File: src/rtl/alu_result_display.sv
// Converts a captured ALU result to BCD with a serial double-dabble and shows it
// on a 4-digit multiplexed seven-segment display (active-low segments and anodes).
//
// state  | meaning
// IDLE   | waiting for start, display shows committed digits
// LOAD   | initialise converter from the captured result/flag/op
// SHIFT  | 8 shift-add-3 steps, one bit per cycle
// COMMIT | copy converted digits into the display shadow, pulse done
module alu_result_display #(
    parameter int REFRESH_DIV = 16
) (
    input  logic       clk,
    input  logic       rst,
    input  logic [7:0] result,
    input  logic       flag,
    input  logic [1:0] op,
    input  logic       start,
    output logic       busy,
    output logic       done,
    output logic [6:0] seg,
    output logic [3:0] an
);

    localparam int CW = $clog2(REFRESH_DIV);
    localparam logic [3:0] DASH  = 4'd10;
    localparam logic [3:0] ELET  = 4'd11;
    localparam logic [3:0] BLANK = 4'd15;

    typedef enum logic [1:0] {IDLE, LOAD, SHIFT, COMMIT} state_t;

    state_t      state, stateNext;
    logic [2:0]  bitCnt;
    logic [7:0]  capResult;
    logic        capFlag;
    logic [1:0]  capOp;
    logic [7:0]  binMain, binRem;
    logic [11:0] bcdMain;
    logic [7:0]  bcdRem;
    logic [3:0]  shadow [4];
    logic [3:0]  newDigit [4];
    logic [CW-1:0] scanCnt;
    logic [1:0]  scanIdx;
    logic        scanEn;
    logic [3:0]  negLow;
    logic [11:0] adjMain, adjRem;

    function automatic logic [11:0] addThree(input logic [11:0] v);
        logic [11:0] r;
        r = v;
        for (int i = 0; i < 3; i++) begin
            if (r[i*4 +: 4] >= 4'd5) r[i*4 +: 4] = r[i*4 +: 4] + 4'd3;
        end
        return r;
    endfunction

    function automatic logic [6:0] glyph(input logic [3:0] d);
        case (d)
            4'd0:    glyph = 7'b1000000;
            4'd1:    glyph = 7'b1111001;
            4'd2:    glyph = 7'b0100100;
            4'd3:    glyph = 7'b0110000;
            4'd4:    glyph = 7'b0011001;
            4'd5:    glyph = 7'b0010010;
            4'd6:    glyph = 7'b0000010;
            4'd7:    glyph = 7'b1111000;
            4'd8:    glyph = 7'b0000000;
            4'd9:    glyph = 7'b0010000;
            DASH:    glyph = 7'b0111111;
            ELET:    glyph = 7'b0000110;
            default: glyph = 7'b1111111;
        endcase
    endfunction

    always_ff @(posedge clk) begin
        if (!rst) state <= IDLE;
        else      state <= stateNext;
    end

    always_comb begin
        stateNext = state;
        case (state)
            IDLE:    if (start) stateNext = LOAD;
            LOAD:    stateNext = SHIFT;
            SHIFT:   if (bitCnt == 3'd7) stateNext = COMMIT;
            COMMIT:  stateNext = IDLE;
            default: stateNext = IDLE;
        endcase
    end

    assign busy = (state != IDLE);
    assign done = (state == COMMIT);

    assign negLow  = ~capResult[3:0] + 4'd1;
    assign adjMain = addThree(bcdMain);
    assign adjRem  = addThree({4'd0, bcdRem});

    always_comb begin
        newDigit[3] = BLANK;
        newDigit[2] = bcdMain[11:8];
        newDigit[1] = bcdMain[7:4];
        newDigit[0] = bcdMain[3:0];
        if (capOp == 2'b01 && capFlag) begin
            newDigit[3] = DASH;
        end else if (capOp == 2'b11) begin
            if (capFlag) begin
                newDigit[3] = ELET;
                newDigit[2] = BLANK;
                newDigit[1] = BLANK;
                newDigit[0] = BLANK;
            end else begin
                newDigit[3] = bcdRem[7:4];
                newDigit[2] = bcdRem[3:0];
            end
        end
    end

    // Inputs are captured on the accepted start edge so later bus changes cannot leak in.
    always_ff @(posedge clk) begin
        if (!rst) begin
            bitCnt    <= '0;
            capResult <= '0;
            capFlag   <= 1'b0;
            capOp     <= '0;
            binMain   <= '0;
            binRem    <= '0;
            bcdMain   <= '0;
            bcdRem    <= '0;
            for (int i = 0; i < 4; i++) shadow[i] <= BLANK;
        end else begin
            case (state)
                IDLE: begin
                    if (start) begin
                        capResult <= result;
                        capFlag   <= flag;
                        capOp     <= op;
                    end
                end
                LOAD: begin
                    bitCnt  <= '0;
                    bcdMain <= '0;
                    bcdRem  <= '0;
                    binRem  <= {4'd0, capResult[7:4]};
                    case (capOp)
                        2'b01:   binMain <= {4'd0, capFlag ? negLow : capResult[3:0]};
                        2'b11:   binMain <= {4'd0, capResult[3:0]};
                        default: binMain <= capResult;
                    endcase
                end
                SHIFT: begin
                    bcdMain <= {adjMain[10:0], binMain[7]};
                    bcdRem  <= {adjRem[6:0], binRem[7]};
                    binMain <= {binMain[6:0], 1'b0};
                    binRem  <= {binRem[6:0], 1'b0};
                    bitCnt  <= bitCnt + 3'd1;
                end
                COMMIT: begin
                    for (int i = 0; i < 4; i++) shadow[i] <= newDigit[i];
                end
                default: ;
            endcase
        end
    end

    always_ff @(posedge clk) begin
        if (!rst) begin
            scanCnt <= '0;
            scanIdx <= '0;
            scanEn  <= 1'b0;
        end else begin
            scanEn <= 1'b1;
            if (scanCnt == CW'(REFRESH_DIV - 1)) begin
                scanCnt <= '0;
                scanIdx <= scanIdx + 2'd1;
            end else begin
                scanCnt <= scanCnt + 1'b1;
            end
        end
    end

    assign an  = scanEn ? ~(4'b0001 << scanIdx) : 4'hF;
    assign seg = scanEn ? glyph(shadow[scanIdx]) : 7'h7F;

endmodule
File: config.mk
export PLATFORM = sky130hd
export DESIGN_NAME = alu_result_display
export DESIGN_NICKNAME = d
export VERILOG_FILES = /design/src/rtl/alu_result_display.sv
export SDC_FILE = /design/constraint.sdc
export NUM_CORES = 1
export LEC_CHECK = 0
export CORE_MARGIN = 2
export CORE_UTILIZATION = 60
export DETAILED_ROUTE_END_ITERATION = 10
export PLACE_DENSITY = 0.83
export SYNTH_ARGS = -nofsm -noshare
export SYNTH_HDL_FRONTEND = slang
export SYNTH_SLANG_ARGS = --single-unit
File: constraint.sdc
create_clock -name clk -period 4.4 [get_ports clk]
set_input_delay 0.88 -clock clk [delete_from_list [all_inputs] [get_ports clk]]
set_output_delay 0.88 -clock clk [all_outputs]
set_load 0.1 [all_outputs]
* Word level (Yosys, flattened, before mapping)
Memory sizes are Yosys's and may differ from the RTL's. A register that Yosys moved wholly into a read port is not among the register bits.
Index checks and enable logic that the tools add are counted.
** Word-level totals
- Output and inout bits :: 13
- Bits of input ports :: 14
- Bits in read-only memories :: 112
- Logic and storage cells :: 85
- RAM bits :: 16
- Memories :: 2
- Flip-flop bits (word level) :: 59
** Memory list
- (name not given) :: words 16, bits a word 7, read ports 1, clocked after memory_dff 0, write ports 0, RTL line 57 : case (d)
- shadow :: words 4, bits a word 4, read ports 1, clocked after memory_dff 1, write ports 4, RTL line 39 : logic [3:0] shadow [4];
** Cells by class
- Order comparisons :: 5
- Mux-type cells :: 33
- Add/subtract/negate cells :: 9
- Equal/unequal tests :: 9
- Shift operators :: 1
- Bitwise operators :: 7
- Reductions and logical operators :: 7
** Operators by type and width (count)
- one-hot mux 8 bit (2 select lines) :: 4
- two-way mux 4 bit :: 10
- one-hot mux 12 bit (2 select lines) :: 1
- greater-or-equal comparator 4 x 3 -> 1 bit (second input constant) :: 5
- two-way mux 16 bit :: 1
- two-way mux 8 bit :: 2
- adder 4 x 2 -> 4 bit (second input constant) :: 3
- two-way mux 12 bit :: 1
- adder 4 x 1 -> 4 bit (second input constant) :: 2
- two-way mux 2 bit :: 4
- NOT 4 bit :: 2
- one-hot mux 2 bit (4 select lines) :: 1
- two-way mux 7 bit :: 1
- adder 3 x 2 -> 3 bit (second input constant) :: 2
- == test 2 bit (second input constant) :: 3
- two-way mux 3 bit :: 2
- one-hot mux 3 bit (2 select lines) :: 1
- two-way mux 1 bit :: 5
- == test 2 x 1 -> 1 bit (second input constant) :: 2
- == test 4 bit (second input constant) :: 1
- inequality test 2 bit (second input constant) :: 2
- OR 1 bit :: 4
- AND reduction 2 bit :: 2
- nonzero test 2 bit :: 2
- 8 further kinds :: 8

* Depth between registers and ports, before layout
- Word-level depth :: 5
- Mapped depth :: 8
- Depth with buffers taken out :: 7

* Least setup slack after synthesis
OpenSTA, ideal clock, no wires.
- Path type :: reg2out
- Start :: register (tool-made name)
- End :: output port seg[1]
- Path buffers :: 0
- Stages on the path, launching flop included :: 6
- Arrival :: 3.538 ns
- Data required time :: 3.520 ns
- Slack :: -0.018 ns
- Cell sequence :: dfxtp_1 mux4_1 inv_1 ha_1 a21oi_1 o21ai_0
** RTL lines
- end: declaration :: RTL line 20 : output logic [6:0] seg,

==> metrics.csv <==
stage;metric;value;unit
sta;timing.setup.tns;0;ns
critical_path;cp_common_cell;inv_1;
clock_network;cts-resized-gates;0;
finish;finalCoreUtilization;70.17;%
clock_network;clock_latency;0.35;ns
clock_network;cts_sinks;77;
clock_network;cts_setup_buffers;0;
sta;slew_violations;0;
die;ios;27;
critical_path;critPathMaxFanout;7;
global_route;track_usage;22.05;%
clock_network;cts_made_buffers;9;
finish;area_delta_synth_final;12.83;%
sta;fin_crit_sh;79.24;%
finish;nets;487;
clock_network;cts-htree-levels;3;
synthesis;synth_edf_count;16;
status;status;completed;
job;maxCapViolCount;0;
synthesis;avgSynthCellArea;9.162;sq um
power;p_leak;0.001685;uW
place;gp_congestion;0.9010;
die;fp.dieArea;7246;sq um
synthesis;synth.yosys.seq_area_share;43.09;%
critical_path;cp.required;3.52;ns
synthesis;synthesis.area;3949;sq um
synthesis;yosys_register_bits;77;
sta;whs;0.4702;ns
sta;slew_headroom;33.91;%
place;io_buffers;26;
clock_network;hold_buffers;0;
die;core_area;6350;sq um
die;die_h;85.13;um
synthesis;yosys-top-cells-area;dfxtp_1 31%, edfxtp_1 12%, ha_1 8.9%, nand2_1 5.5%, a21boi_0 4.4%;
global_route;antenna_found_initial;0;
place;hpwl;5194;um
critical_path;endpoint_kind;output pin;
sta;fin_ws;0.9136;ns
drt;drt-pass1-iter-count;4;
die;rows;29;
place;dp_cells;511;
synthesis;synth_ff_type;dfxtp_1;
synthesis;ys_warn_count;0;
sta;rsz0062_at_grt;false;
critical_path;critPathArrivalTime;2.61;ns
drt;drtAntennaViolNets;0;
clock_network;cts_tree;built;
global_route;grt_overflow;0;
sta;setup_violations;0;
die;fp.dieW;85.13;um
critical_path;crit_path_max_incr_delay;0.72;ns
finish;antenna_cells;0;
sta;skew;0.009930;ns
finish;layout-drive-gt1-share;6.000;%
worst_hold_path;holdCritPathClass;reg -> reg;
power;powerDensity;449.5;nW/um^2
synthesis;syn_inst;431;
die;initial_core_util;62.19;%
critical_path;critPathKind;reg -> out;
global_route;grt_pass1_wl;12900;um
synthesis;synth_top_area_share;30.93;%
synthesis;synthArstFlopShare;0;%
global_route;grt_max_degree;64;
clock_network;cts.path.max_buffers;2;
power;irDropWorstVdd;0.0005247;V
finish;stdcell_count;527;
global_route;grt_pass1_vias;2944;
drt;wl_per_cell;14.16;um
place;pre_cts_ws;1.310;ns
synthesis;ys_types;42;
synthesis;synth_top_area_cell;dfxtp_1;
sta;fin_crit;3.486;ns
drt;via_per_inst;5.676;
drt;drt_iter0_markers;180;
critical_path;startpoint_type;register;
synthesis;synth.most_common_cell;dfxtp_1;
sta;clock.fmax;286.8;MHz
synthesis;synthTopCellsByCount;61 x dfxtp_1, 58 x nand2_1, 28 x ha_1, 28 x inv_1, 23 x a21boi_0;
critical_path;crit_slowest_cell;mux4_1;
synthesis;syn_nets;473;
sta;tightest_slew;0.9883;ns
clock_network;clkTransAtPathRegs;0.08;ns
sta;hold_violations;0;
drt;vias;2991;
clock_network;root_buffer;clkbuf_8;
critical_path;cp_cell_sequence;mux4_1, inv_1, ha_1, inv_1, or2_0, a21oi_1, o21ai_1, buf_4;
drt;drc;0;
drt;wirelength;7462;um
[power breakdown]
group	internal, uW	switching, uW	leakage [uW]
registers	793	48.2	0.000607
clock network	401	257	0.000128
logic	155	349	0.000950
[path summary, 6_finish.rpt]
check	cells after the start	slack, ns	startpoint	endpoint
setup / recovery	8	0.91	register	seg[5]
hold / removal	2	0.47	capResult[4]	capResult[4]
setup reg to reg	6	1.97	state[1]	bcdMain[6]
hold reg to reg	2	0.47	capResult[4]	capResult[4]
[flip-flops by register name, indices dropped and copies added (netlist names), named ones only]
register   cells
capFlag        1
bitCnt         3
binMain        8
capOp          2
state          2
shadow        16
scanEn         1
capResult      8
binRem         8
bcdRem         8
bcdMain       12
scanCnt        4
scanIdx        2
[logic make-up (layout without fill, tap and decap cells)]
| kind of cell | after synthesis | after routing | synth area share, % |
|---|---|---|---|
| flip-flops | 77 | 77 | 43.09 |
| adder cells (fa/ha/maj) | 28 | 28 | 8.872 |
| buffers and inverters | 55 | 74 | 5.513 |
| AO/OA/AOI/OAI | 95 | 95 | 16.29 |
| multiplexers | 12 | 12 | 4.595 |
| XOR/XNOR | 12 | 12 | 2.662 |
| AND/OR/NAND/NOR | 152 | 152 | 18.98 |
[worst max-delay path, delay by kind of cell (launching register included)]
kind,cells,cell delay [ns]
muxes,1,0.72
buffers and inverters,3,0.45
AOI/OAI and AO/OA,2,0.28
adders and majority gates,1,0.16
DFF,1,0.43
and+or+nand+nor,1,0.20
[layer usage]
layer | up-vias | global-route usage [%] | share of wire [%]
met4 | 0 | 11.83 | 2.6
met3 | 18 | 2.529 | 3.8
met2 | 71 | 38.64 | 50
li1 | 1498 | - | -
met1 | 1404 | 26.42 | 44
met5 | - | 0 | 0
[cell type report]
class	instances	area, sq um
Clock buffer	14	193.9
Timing Repair Buffer	29	265.3
Tap cell	77	96.34
Sequential cell	77	1702
Inverter	29	108.9
Multi-Input combinational cell	299	2029
Fill cell	494	1894
Clock inverter	2	60.06
[metrics by stage]
step,power (uW),cell area [sq um]
6_report,2003,4456
5_1_grt,2095,4456
4_1_cts,2011,4456
3_5_place_dp,1362,4202
3_3_place_gp,1341,4202
2_1_floorplan,1243,3949
[cells in the final DEF (no fill, tap or decap), types with 2 or more instances in the layout]
cell,n
or3_1,2
inv_1,28
bufinv_16,2
a22o_1,3
mux2i_1,8
and2_1,20
ha_1,28
nor2b_1,7
clkbuf_8,12
nand3b_1,2
o21ai_0,16
clkdlybuf4s50_1,19
nor2_1,15
o22ai_1,7
mux4_1,3
nor3b_1,5
nand2b_1,14
a21boi_0,23
a21oi_1,16
edfxtp_1,16
nor3_1,3
dfxtp_1,61
buf_4,10
xnor2_1,6
o211a_1,7
nand2_1,58
o21ai_1,4
a22oi_1,3
nand3_1,22
o311ai_0,4
o32ai_1,3
xor2_1,6
o211ai_1,6
Power figures use the tool's default switching activity.
